`config.mk`:
```
export PLATFORM = sky130hd
export DESIGN_NAME = rhs2116_link_deframer
export DESIGN_NICKNAME = d
export VERILOG_FILES = /design/src/rtl/rhs2116_link_deframer.sv
export SDC_FILE = /design/constraint.sdc
export NUM_CORES = 1
export LEC_CHECK = 0
export ABC_AREA = 0
export BUFFER_PORTS_ARGS = -buffer_cell sky130_fd_sc_hd__buf_4
export CORE_MARGIN = 2
export CORE_UTILIZATION = 58
export DETAILED_ROUTE_END_ITERATION = 10
export GPL_ROUTABILITY_DRIVEN = 1
export PLACE_DENSITY = 0.79
export SLEW_MARGIN = 20
export SYNTH_ARGS = -nofsm -noshare
export SYNTH_HDL_FRONTEND = slang
export SYNTH_SLANG_ARGS = --single-unit
```
`constraint.sdc`:
```
create_clock -name clk_sys -period 2.8 [get_ports clk_sys]
set_clock_uncertainty 0.1 [all_clocks]
set_input_delay 0.14 -clock clk_sys [delete_from_list [all_inputs] [get_ports clk_sys]]
set_output_delay 0.14 -clock clk_sys [all_outputs]
set_load 0.005 [all_outputs]
```
`src/rtl/rhs2116_link_deframer.sv`:
```
// rhs2116_link_deframer
// ---------------------------------------------------------------------------
// Receive-side deframer for the RHS2116 coax link. It takes the recovered
// serial bitstream (one bit per bit_valid strobe), hunts for the sync byte,
// acquires and holds lock, and extracts the frame counter and the 32-bit
// sensor word. Each delivered word is flagged with CRC and counter-gap status.
//
// Frame (56 bits, MSB first): SYNC_WORD[7:0] counter[7:0] payload[31:0] crc[7:0]
//
// Ports:
//   clk_sys        system clock, rising edge
//   rst_n          asynchronous active-low reset
//   enable         deframer enable; low forces HUNT and drops lock
//   bit_in         recovered serial bit
//   bit_valid      bit_in is valid this cycle
//   data_out       extracted sensor word (holds between pulses)
//   frame_cnt_out  frame counter received with data_out
//   data_valid     one-cycle pulse; data_out/frame_cnt_out/crc_err/frame_gap valid
//   crc_err        CRC-8 mismatch on the delivered frame
//   frame_gap      counter is not previous+1 (mod 256)
//   locked         link lock indicator
//   sync_loss      one-cycle pulse when lock is dropped
//
// Optional feature: define RHS_DEFRAMER_CRC_EN to build the CRC-8
// (poly 0x07, init 0x00) generator and compare. Without it the crc byte is
// consumed only to keep framing and crc_err stays 0.
// ---------------------------------------------------------------------------
module rhs2116_link_deframer #(
    parameter logic [7:0] SYNC_WORD    = 8'hA5,
    parameter int          LOCK_COUNT   = 2,
    parameter int          UNLOCK_COUNT = 3
) (
    input  logic        clk_sys,
    input  logic        rst_n,
    input  logic        enable,
    input  logic        bit_in,
    input  logic        bit_valid,
    output logic [31:0] data_out,
    output logic [7:0]  frame_cnt_out,
    output logic        data_valid,
    output logic        crc_err,
    output logic        frame_gap,
    output logic        locked,
    output logic        sync_loss
);

    localparam logic [3:0] LOCK_TH   = 4'(LOCK_COUNT);
    localparam logic [3:0] UNLOCK_TH = 4'(UNLOCK_COUNT);

    typedef enum logic [1:0] {HUNT, BODY, SYNC_CHK} state_t;

    state_t      state;
    logic [7:0]  sync_sr;      // last 8 consumed bits, shifted on every consumed bit
    logic [5:0]  bit_cnt;      // bit position inside BODY (0..47) or SYNC_CHK (0..7)
    logic [39:0] body_sr;      // counter + payload of the current frame
    logic [3:0]  good_cnt;
    logic [3:0]  bad_cnt;
    logic        have_prev;    // a frame has been delivered since lock was acquired
    logic [7:0]  prev_cnt;
    logic        pend_valid;   // frame completed while locked; deliver next edge

    logic [7:0]  sync_next;
    logic        sync_hit;
    logic [3:0]  good_inc;
    logic [3:0]  bad_inc;
    logic [7:0]  cnt_expect;
    logic        gap_det;
    logic        crc_bad;

    assign sync_next  = {sync_sr[6:0], bit_in};
    assign sync_hit   = (sync_next == SYNC_WORD);
    assign good_inc   = (good_cnt == 4'hF) ? good_cnt : good_cnt + 4'd1;
    assign bad_inc    = (bad_cnt == 4'hF) ? bad_cnt : bad_cnt + 4'd1;
    assign cnt_expect = prev_cnt + 8'd1;
    assign gap_det    = have_prev && (body_sr[39:32] != cnt_expect);

`ifdef RHS_DEFRAMER_CRC_EN
    logic [7:0] crc_reg;       // running CRC over counter + payload
    logic [7:0] rx_crc;        // received crc byte
    logic [7:0] crc_step;

    // One serial CRC-8 step, MSB first, poly x^8+x^2+x+1.
    assign crc_step = {crc_reg[6:0], 1'b0} ^ ((crc_reg[7] ^ bit_in) ? 8'h07 : 8'h00);
    assign crc_bad  = (crc_reg != rx_crc);

    // crc_reg is cleared by every consumed bit outside BODY, so it starts at 0
    // for each frame. Delivery reads it on the edge right after the last body
    // bit, before any sync bit can clear it.
    always_ff @(posedge clk_sys or negedge rst_n) begin
        if (!rst_n) begin
            crc_reg <= 8'h00;
            rx_crc  <= 8'h00;
        end else if (!enable) begin
            crc_reg <= 8'h00;
        end else if (bit_valid) begin
            if (state == BODY) begin
                if (bit_cnt < 6'd40)
                    crc_reg <= crc_step;
                else
                    rx_crc <= {rx_crc[6:0], bit_in};
            end else begin
                crc_reg <= 8'h00;
            end
        end
    end
`else
    assign crc_bad = 1'b0;
`endif

    always_ff @(posedge clk_sys or negedge rst_n) begin
        if (!rst_n) begin
            state         <= HUNT;
            sync_sr       <= 8'h00;
            bit_cnt       <= 6'd0;
            body_sr       <= 40'd0;
            good_cnt      <= 4'd0;
            bad_cnt       <= 4'd0;
            have_prev     <= 1'b0;
            prev_cnt      <= 8'h00;
            pend_valid    <= 1'b0;
            data_out      <= 32'd0;
            frame_cnt_out <= 8'h00;
            data_valid    <= 1'b0;
            crc_err       <= 1'b0;
            frame_gap     <= 1'b0;
            locked        <= 1'b0;
            sync_loss     <= 1'b0;
        end else if (!enable) begin
            // Drop everything; a frame in flight (or awaiting delivery) is lost.
            state      <= HUNT;
            sync_sr    <= 8'h00;
            bit_cnt    <= 6'd0;
            good_cnt   <= 4'd0;
            bad_cnt    <= 4'd0;
            have_prev  <= 1'b0;
            pend_valid <= 1'b0;
            data_valid <= 1'b0;
            crc_err    <= 1'b0;
            frame_gap  <= 1'b0;
            locked     <= 1'b0;
            sync_loss  <= locked;
        end else begin
            sync_loss  <= 1'b0;
            pend_valid <= 1'b0;
            data_valid <= pend_valid;
            crc_err    <= pend_valid & crc_bad;
            frame_gap  <= pend_valid & gap_det;
            if (pend_valid) begin
                data_out      <= body_sr[31:0];
                frame_cnt_out <= body_sr[39:32];
                prev_cnt      <= body_sr[39:32];
                have_prev     <= 1'b1;
            end

            if (bit_valid) begin
                sync_sr <= sync_next;
                case (state)
                    HUNT: begin
                        if (sync_hit) begin
                            good_cnt <= 4'd1;
                            if (LOCK_TH <= 4'd1)
                                locked <= 1'b1;
                            state   <= BODY;
                            bit_cnt <= 6'd0;
                        end
                    end
                    BODY: begin
                        // The crc byte (bits 40..47) is counted but not kept here.
                        if (bit_cnt < 6'd40)
                            body_sr <= {body_sr[38:0], bit_in};
                        if (bit_cnt == 6'd47) begin
                            state      <= SYNC_CHK;
                            bit_cnt    <= 6'd0;
                            pend_valid <= locked;
                        end else begin
                            bit_cnt <= bit_cnt + 6'd1;
                        end
                    end
                    SYNC_CHK: begin
                        if (bit_cnt != 6'd7) begin
                            bit_cnt <= bit_cnt + 6'd1;
                        end else begin
                            bit_cnt <= 6'd0;
                            if (sync_hit) begin
                                good_cnt <= good_inc;
                                bad_cnt  <= 4'd0;
                                if (good_inc >= LOCK_TH)
                                    locked <= 1'b1;
                                state <= BODY;
                            end else if (!locked) begin
                                good_cnt <= 4'd0;
                                state    <= HUNT;
                            end else begin
                                good_cnt <= 4'd0;
                                if (bad_inc >= UNLOCK_TH) begin
                                    bad_cnt   <= 4'd0;
                                    locked    <= 1'b0;
                                    sync_loss <= 1'b1;
                                    have_prev <= 1'b0;
                                    state     <= HUNT;
                                end else begin
                                    // Flywheel: trust the frame timing and keep delivering.
                                    bad_cnt <= bad_inc;
                                    state   <= BODY;
                                end
                            end
                        end
                    end
                    default: state <= HUNT;
                endcase
            end
        end
    end

endmodule
```
==> metrics.md, run 1 <==
| Metric | Value |
|---|---|
| Status | `completed` |
| Post-synthesis sequential area ratio | `56.6%` |
| Crit path launch | `state[0]` |
| Initial DRC count | `171` |
| Critical R2R Launch | `state[0]` |
| Clk network pwr share | `33.9%` |
| Fin. Hold Viols | `0` |
| Area of the core | `8130 µm²` |
| TritonCTS clock tree | `built` |
| DP Worst Slack | `457 ps` |
| First-pass GRT wire length | `13700 µm` |
| Placer Congestion | `0.857` |
| Post-CTS setup buffers | `0` |
| GR Util All Layers | `19.6%` |
| Final ANT Viol Nets | `0` |
| Number of gates resized after CTS | `0` |
| Critical R2R Capture | `bit_cnt[4]` |
| Largest net degree at the start of global routing | `59` |
| CP endpoint | `bit_cnt[4]` |
| Share of synthesized registers carrying an async set or reset | `100%` |
| Leak Pwr | `2.77 nW` |
| Average size of a mapped cell | `13.0 µm²` |
| Pwr Density | `479 nW/µm²` |
| Sw Ratio | `24.7%` |
| Max Cap Violations | `0` |
| Worst Hold Class | `in2reg` |
| Total negative slack | `0 ps` |
| Rows | `33` |
| Crit path kind | `reg2reg` |
| RSZ-0062 raised after global routing | `no` |
| Detailed-placement wirelength estimate | `5680 µm` |
| Vias in the first global route | `2932` |
| Min Tclk post-route | `2400 ps` |
| Switching power | `0.650 mW` |
| WL/cell | `15.6 µm` |
| Number of diodes | `0` |
| Vias | `3011` |
| Internal | `1.98 mW` |
| Final setup margin | `404 ps` |
| Dominant cells by area after synthesis | `dfrtp_1, mux2_2, ha_1` |
| Clk buf depth | `2` |
| Worst slew margin | `49.8%` |
| CP Capture Type | `flop` |
| Crit path DAT | `2560 ps` |
| Total power | `2.63 mW` |
| R2R Setup Slk | `400 ps` |
| Root buf cell | `clkbuf_8` |
| Tightest Pin Transition | `750 ps` |
| Final worst path period share | `85.6%` |
| Yosys warns | `0` |
| Worst skew pair latency | `370 ps` |
| Clock edge transition at the registers on the reported setup and hold paths | `100 ps` |
| Area Growth Syn to Fin | `14.0%` |
| DRC Markers | `0` |
| Ratio of cells with drive above 1 in the final layout | `37.1%` |
| Initial antenna violation count | `0` |
| Synth Register Bits | `109` |
| Number of library cell types mapped by synthesis | `55` |
| Post-synth EDFFs | `0` |
| Mapped cell area | `4820 µm²` |
| Startpoint Class | `flop` |
| Mapped Cells | `370` |
| Layout net count | `435` |
| Logic pwr share | `5.3%` |
| Top_reg_cell synth | `dfrtp_1` |
| I/O pins | `50` |
| Share of the synthesized area in the top cell type | `56.6%` |
| Highest Clock Rate | `417 MHz` |
| Starting density of the core | `59.2%` |
| Vias per cell | `5.67` |
| Yosys top cell by area | `dfrtp_1` |
| DIE HEIGHT | `95.1 µm` |
| Die width | `95.1 µm` |
| H-tree level count | `3` |
| WL final | `8300 µm` |
| Worst IR Drop VDD | `246 µV` |
| Net count of the mapped netlist | `384` |
| Num CTS Buffers | `9` |
| Final Slew Violations | `0` |
| Worst-path fanout max | `11` |
| Die Area | `9050 µm²` |
| Port Buffer Count | `48` |
| Congestion Overflow GR | `0` |
| CP required | `2970 ps` |
| Clock sink count | `109` |
| Sequential Power Share | `60.9%` |
| Cells on worst reg2reg path | `6` |
| Final setup violating endpoints | `0` |
| Fin util | `67.5%` |
| TritonRoute pass-1 iters | `4` |
==> layer usage <==
metal | wire length [µm] | global-route usage [%]
met1 | 3730 | 25.6
met2 | 4170 | 32.6
met3 | 254 | 3.24
met4 | 148 | 8.45
met5 | 0 | 0
==> cells by family after synthesis <==
family | count (synthesis) | synth area share (%)
AND/OR/NAND/NOR | 77 | 9.15
multiplexers | 88 | 20.4
other | 1 | 0.0779
XOR/XNOR | 10 | 1.82
flip-flops | 109 | 56.6
buffers and inverters | 23 | 1.95
AO/OA/AOI/OAI | 53 | 7.66
adder cells (fa/ha/maj) | 9 | 2.34
==> cells in the final DEF (no fill, tap or decap), types with 5 or more instances in the layout <==
| cell type | count |
|---|---|
| nor2_1 | 17 |
| mux2_2 | 80 |
| xnor2_1 | 8 |
| nand3_1 | 12 |
| buf_4 | 50 |
| dfrtp_1 | 109 |
| mux2i_1 | 8 |
| nand2_1 | 20 |
| ha_1 | 9 |
| o21ai_0 | 15 |
| a21oi_1 | 10 |
| and3_1 | 5 |
| clkbuf_8 | 9 |
| inv_1 | 8 |
==> layout make-up <==
class	instances	area, µm²
well taps	105	131
fillers	576	2640
inverters	10	37.5
clock buffers	9	124
repair buffers	53	415
clock inverters	7	60.1
flip-flops and latches	109	2730
multi-input cells	238	1990
==> worst min path at each step <==
stage / cells after the start / slack, ps / to / start
3_3_place_gp: 1 / 110 / data_out[24] / rst_n
3_5_place_dp: 1 / 120 / data_out[24] / rst_n
4_1_cts: 2 / 10 / good_cnt[2] / enable
2_1_floorplan: 0 / -260 / bad_cnt[0] / rst_n
5_1_grt: 2 / 20 / bad_cnt[2] / enable
6_report: 3 / 30 / good_cnt[0] / enable
==> synthesized netlist by cell type, types with 3 or more instances <==
cell      instances
a21oi_1          10
and3_1            5
buf_2             3
clkbuf_1          7
dfrtp_1         109
ha_1              9
inv_1             8
mux2_2           80
mux2i_1           8
nand2_1          20
nand3_1          12
nand4_1           4
nor2_1           17
nor2b_1           3
o21ai_0          15
xnor2_1           8
==> repair_timing <==
action                                 4_1_cts  5_1_grt
endpoints found under the hold margin       53        0
setup endpoints to repair                    0        0
hold buffers                                 2        0
==> metrics by stage <==
stage	hold WS, ps	instance area, µm²	std cells
final	27.4	5490	531
after global routing	23.0	5490	531
after CTS	14.3	5490	531
after detailed placement	122	5290	513
after global placement	112	5290	513
after floorplan	-256	4820	370
==> flip-flops by register name, indices dropped and copies added, names as in the netlist, 2 cells and up <==
| register | cells |
|---|---|
| bad_cnt | 4 |
| bit_cnt | 6 |
| body_sr | 40 |
| data_out | 32 |
| good_cnt | 4 |
| prev_cnt | 8 |
| state | 2 |
| sync_sr | 7 |
==> worst max-delay path, stage by stage, from the launching register on <==
cell     delay [ps]
dfrtp_1         430
inv_1           100
ha_1            310
or3_1           400
a31oi_1         600
o21ai_0         160
a22o_1          210
==> power by group through the flow <==
| stage | clock [mW] | combinational [mW] | sequential [mW] |
|---|---|---|---|
| after global routing | 0.984 | 0.158 | 1.60 |
| after detailed placement | 0 | 0.139 | 1.63 |
| after global placement | 0 | 0.134 | 1.63 |
| after floorplan | 0 | 0.0857 | 1.63 |
| final | 0.892 | 0.139 | 1.60 |
| after CTS | 0.910 | 0.141 | 1.60 |
No activity file was read; power rests on OpenSTA's default activity.
==> run 2, diff against run 1 <==
--- a/config.mk
+++ b/config.mk
@@ -6,10 +6,11 @@
 export NUM_CORES = 1
 export LEC_CHECK = 0
 export ABC_AREA = 0
-export BUFFER_PORTS_ARGS = -buffer_cell sky130_fd_sc_hd__buf_4
 export CORE_MARGIN = 2
-export CORE_UTILIZATION = 58
+export CORE_UTILIZATION = 63
+export CTS_CLUSTER_DIAMETER = 40
 export DETAILED_ROUTE_END_ITERATION = 10
+export DONT_BUFFER_PORTS = 1
 export GPL_ROUTABILITY_DRIVEN = 1
 export PLACE_DENSITY = 0.79
 export SLEW_MARGIN = 20
==> run 2 against run 1 <==
Effect of this change: die area decreased by 7.6%; clock power increased by 7.7%; sequential power about the same; routed wire length about the same; register-to-register slack got worse by 40 ps; global-route usage increased by 1.4 points; critical path type unchanged; largest power group unchanged.
==> metrics.md, run 2 (synthesis results as in run 1) <==
| Metric | Value |
|---|---|
| Status | `completed` |
| Clk buf depth | `2 (unchanged)` |
| DRC Markers | `0 (unchanged)` |
| Vias in the first global route | `2898 (-1.2%)` |
| Multi-input logic area | `1990 µm² (unchanged)` |
| Clock sink count | `109 (unchanged)` |
| Max Cap Violations | `0 (unchanged)` |
| Switching power | `0.611 mW (-6.1%)` |
| Fin util | `70.7% (+3.2 points)` |
| Sequential Power Share | `59.3% (-1.6 points)` |
| CP Capture Type | `flop` |
| Slowest CP cell | `a31oi_1` |
| Number of diodes | `0 (unchanged)` |
| Pwr Density | `521 nW/µm² (+8.7%)` |
| Register cell area after layout | `2730 µm² (unchanged)` |
| Fill count | `521 (-9.5%)` |
| Min Tclk post-route | `2430 ps (+35.8 ps)` |
| Final ANT Viol Nets | `0 (unchanged)` |
| Final worst path period share | `86.9% (+1.3 points)` |
| Detailed-placement wirelength estimate | `5540 µm (-2.4%)` |
| Initial antenna violation count | `0 (unchanged)` |
| Slowest stage delay, CP | `600 ps (about the same)` |
| TritonCTS clock tree | `built` |
| Worst-path fanout max | `11 (unchanged)` |
| Commonest non-fill, non-tap cell in the layout | `dfrtp_1` |
| Die Area | `8360 µm² (-7.6%)` |
| Most frequent cells in the layout | `dfrtp_1, mux2_2, nand2_1` |
| Post-CTS setup buffers | `0 (unchanged)` |
| GR Util All Layers | `21.0% (+1.4 points)` |
| Ratio of cells with drive above 1 in the final layout | `28.4% (-8.7 points)` |
| I/O pins | `50 (unchanged)` |
| Congestion Overflow GR | `0 (unchanged)` |
| Worst Hold Class | `in2reg` |
| Rows | `31 (-6.1%)` |
| Root buf cell | `clkbuf_8` |
| Tightest Pin Transition | `759 ps (+8.89 ps)` |
| Placer Congestion | `0.806 (-6.0%)` |
| CP delay by family, top | `compound AO/OA/AOI/OAI gates` |
| TritonRoute pass-1 iters | `4 (unchanged)` |
| Clk network pwr share | `35.6% (+1.7 points)` |
| Vias per cell | `5.98 (+5.4%)` |
| Crit path kind | `reg2reg` |
| First-pass GRT wire length | `14200 µm (+3.1%)` |
| Final setup violating endpoints | `0 (unchanged)` |
| Fin. Hold Viols | `0 (unchanged)` |
| Internal | `2.09 mW (+5.4%)` |
| Largest register by flop count | `body_sr` |
| Total negative slack | `0 ps (unchanged)` |
| Clock edge transition at the registers on the reported setup and hold paths | `100 ps (about the same)` |
| Initial DRC count | `171 (unchanged)` |
| Final setup margin | `368 ps (-35.8 ps)` |
| Area Growth Syn to Fin | `7.56%` |
| Crit path cell chain | `inv_1 -> ha_1 -> or3_1 -> a31oi_1 -> o21ai_0 -> a22o_1` |
| Sw Ratio | `22.6% (-2.1 points)` |
| Highest Clock Rate | `411 MHz (-1.5%)` |
| Top flop regs | `body_sr (40), data_out (32), prev_cnt (8)` |
| Logic pwr share | `5.1% (-0.2 points)` |
| Die width | `91.4 µm (-3.9%)` |
| DP Worst Slack | `422 ps (-34.8 ps)` |
| Largest net degree at the start of global routing | `110 (+86%)` |
| Crit path DAT | `2580 ps (+20 ps)` |
| Area of the core | `7330 µm² (-9.9%)` |
| Design area | `5180 µm² (-5.7%)` |
| Num CTS Buffers | `9 (unchanged)` |
| WL final | `8310 µm (about the same)` |
| Worst IR Drop VDD | `289 µV (+17%)` |
| Number of gates resized after CTS | `0 (unchanged)` |
| Worst skew pair latency | `360 ps (about the same)` |
| Buf/Inv on CP | `1 (unchanged)` |
| Leak Pwr | `2.54 nW (-8.6%)` |
| Starting density of the core | `65.7% (+6.5 points)` |
| Final Slew Violations | `0 (unchanged)` |
| WHS | `56.3 ps (+28.9 ps)` |
| Layout net count | `389 (-11%)` |
| H-tree level count | `3 (unchanged)` |
| Vias | `2863 (-4.9%)` |
| Worst slew margin | `49.2% (-0.60 points)` |
| Port Buffer Count | `0 (-100%)` |
| WL/cell | `17.3 µm (+11%)` |
| Max reg flops | `40 (unchanged)` |
| Startpoint Class | `flop` |
| CP required | `2950 ps (-20 ps)` |
| CTS hold repair buffers | `5 (+3)` |
| DIE HEIGHT | `91.4 µm (-3.9%)` |
| RSZ-0062 raised after global routing | `no` |
| Area after DPL | `4910 µm² (-7.1%)` |
## run 2: metrics by stage
stage / power [mW] / std cells
global route: 2.81 / 479
detailed placement: 1.73 / 458
floorplan: 1.71 / 370
global placement: 1.72 / 458
finish: 2.70 / 479
CTS: 2.72 / 479
## run 2: power groups by stage
stage          clock (mW)  combinational [mW]  sequential, mW
4_1_cts             0.981               0.142            1.60
3_5_place_dp            0              0.0961            1.63
2_1_floorplan           0              0.0857            1.63
5_1_grt              1.04               0.156            1.61
6_report            0.961               0.138            1.60
3_3_place_gp            0              0.0900            1.63
## run 2: path summary, 6_finish.rpt
kind                             start            to  slack (ps)  cells past startpoint
max                           state[0]    bit_cnt[4]         370                      6
min                             enable    sync_sr[0]          60                      2
max reg2reg                   state[0]    bit_cnt[4]         370                      6
min reg2reg                body_sr[30]   body_sr[31]         430                      1
max in group asynchronous        rst_n    body_sr[2]        1910                      2
min in group asynchronous        rst_n  data_out[23]         280                      2
## run 2: layout make-up
type | instances | share of cell area, %
timing repair buffer | 7 | 1.84
sequential | 109 | 52.7
clock inverter | 4 | 1.09
inverter | 10 | 0.725
clock buffer | 12 | 2.80
multi-input combinational | 238 | 38.5
tap | 99 | 2.39
## run 2: metal layers
layer  share of wire, %  global-route usage (%)
met5                  0                       0
met4                1.0                    5.93
met3                5.5                    5.73
met2                 49                    34.3
met1                 44                    27.8
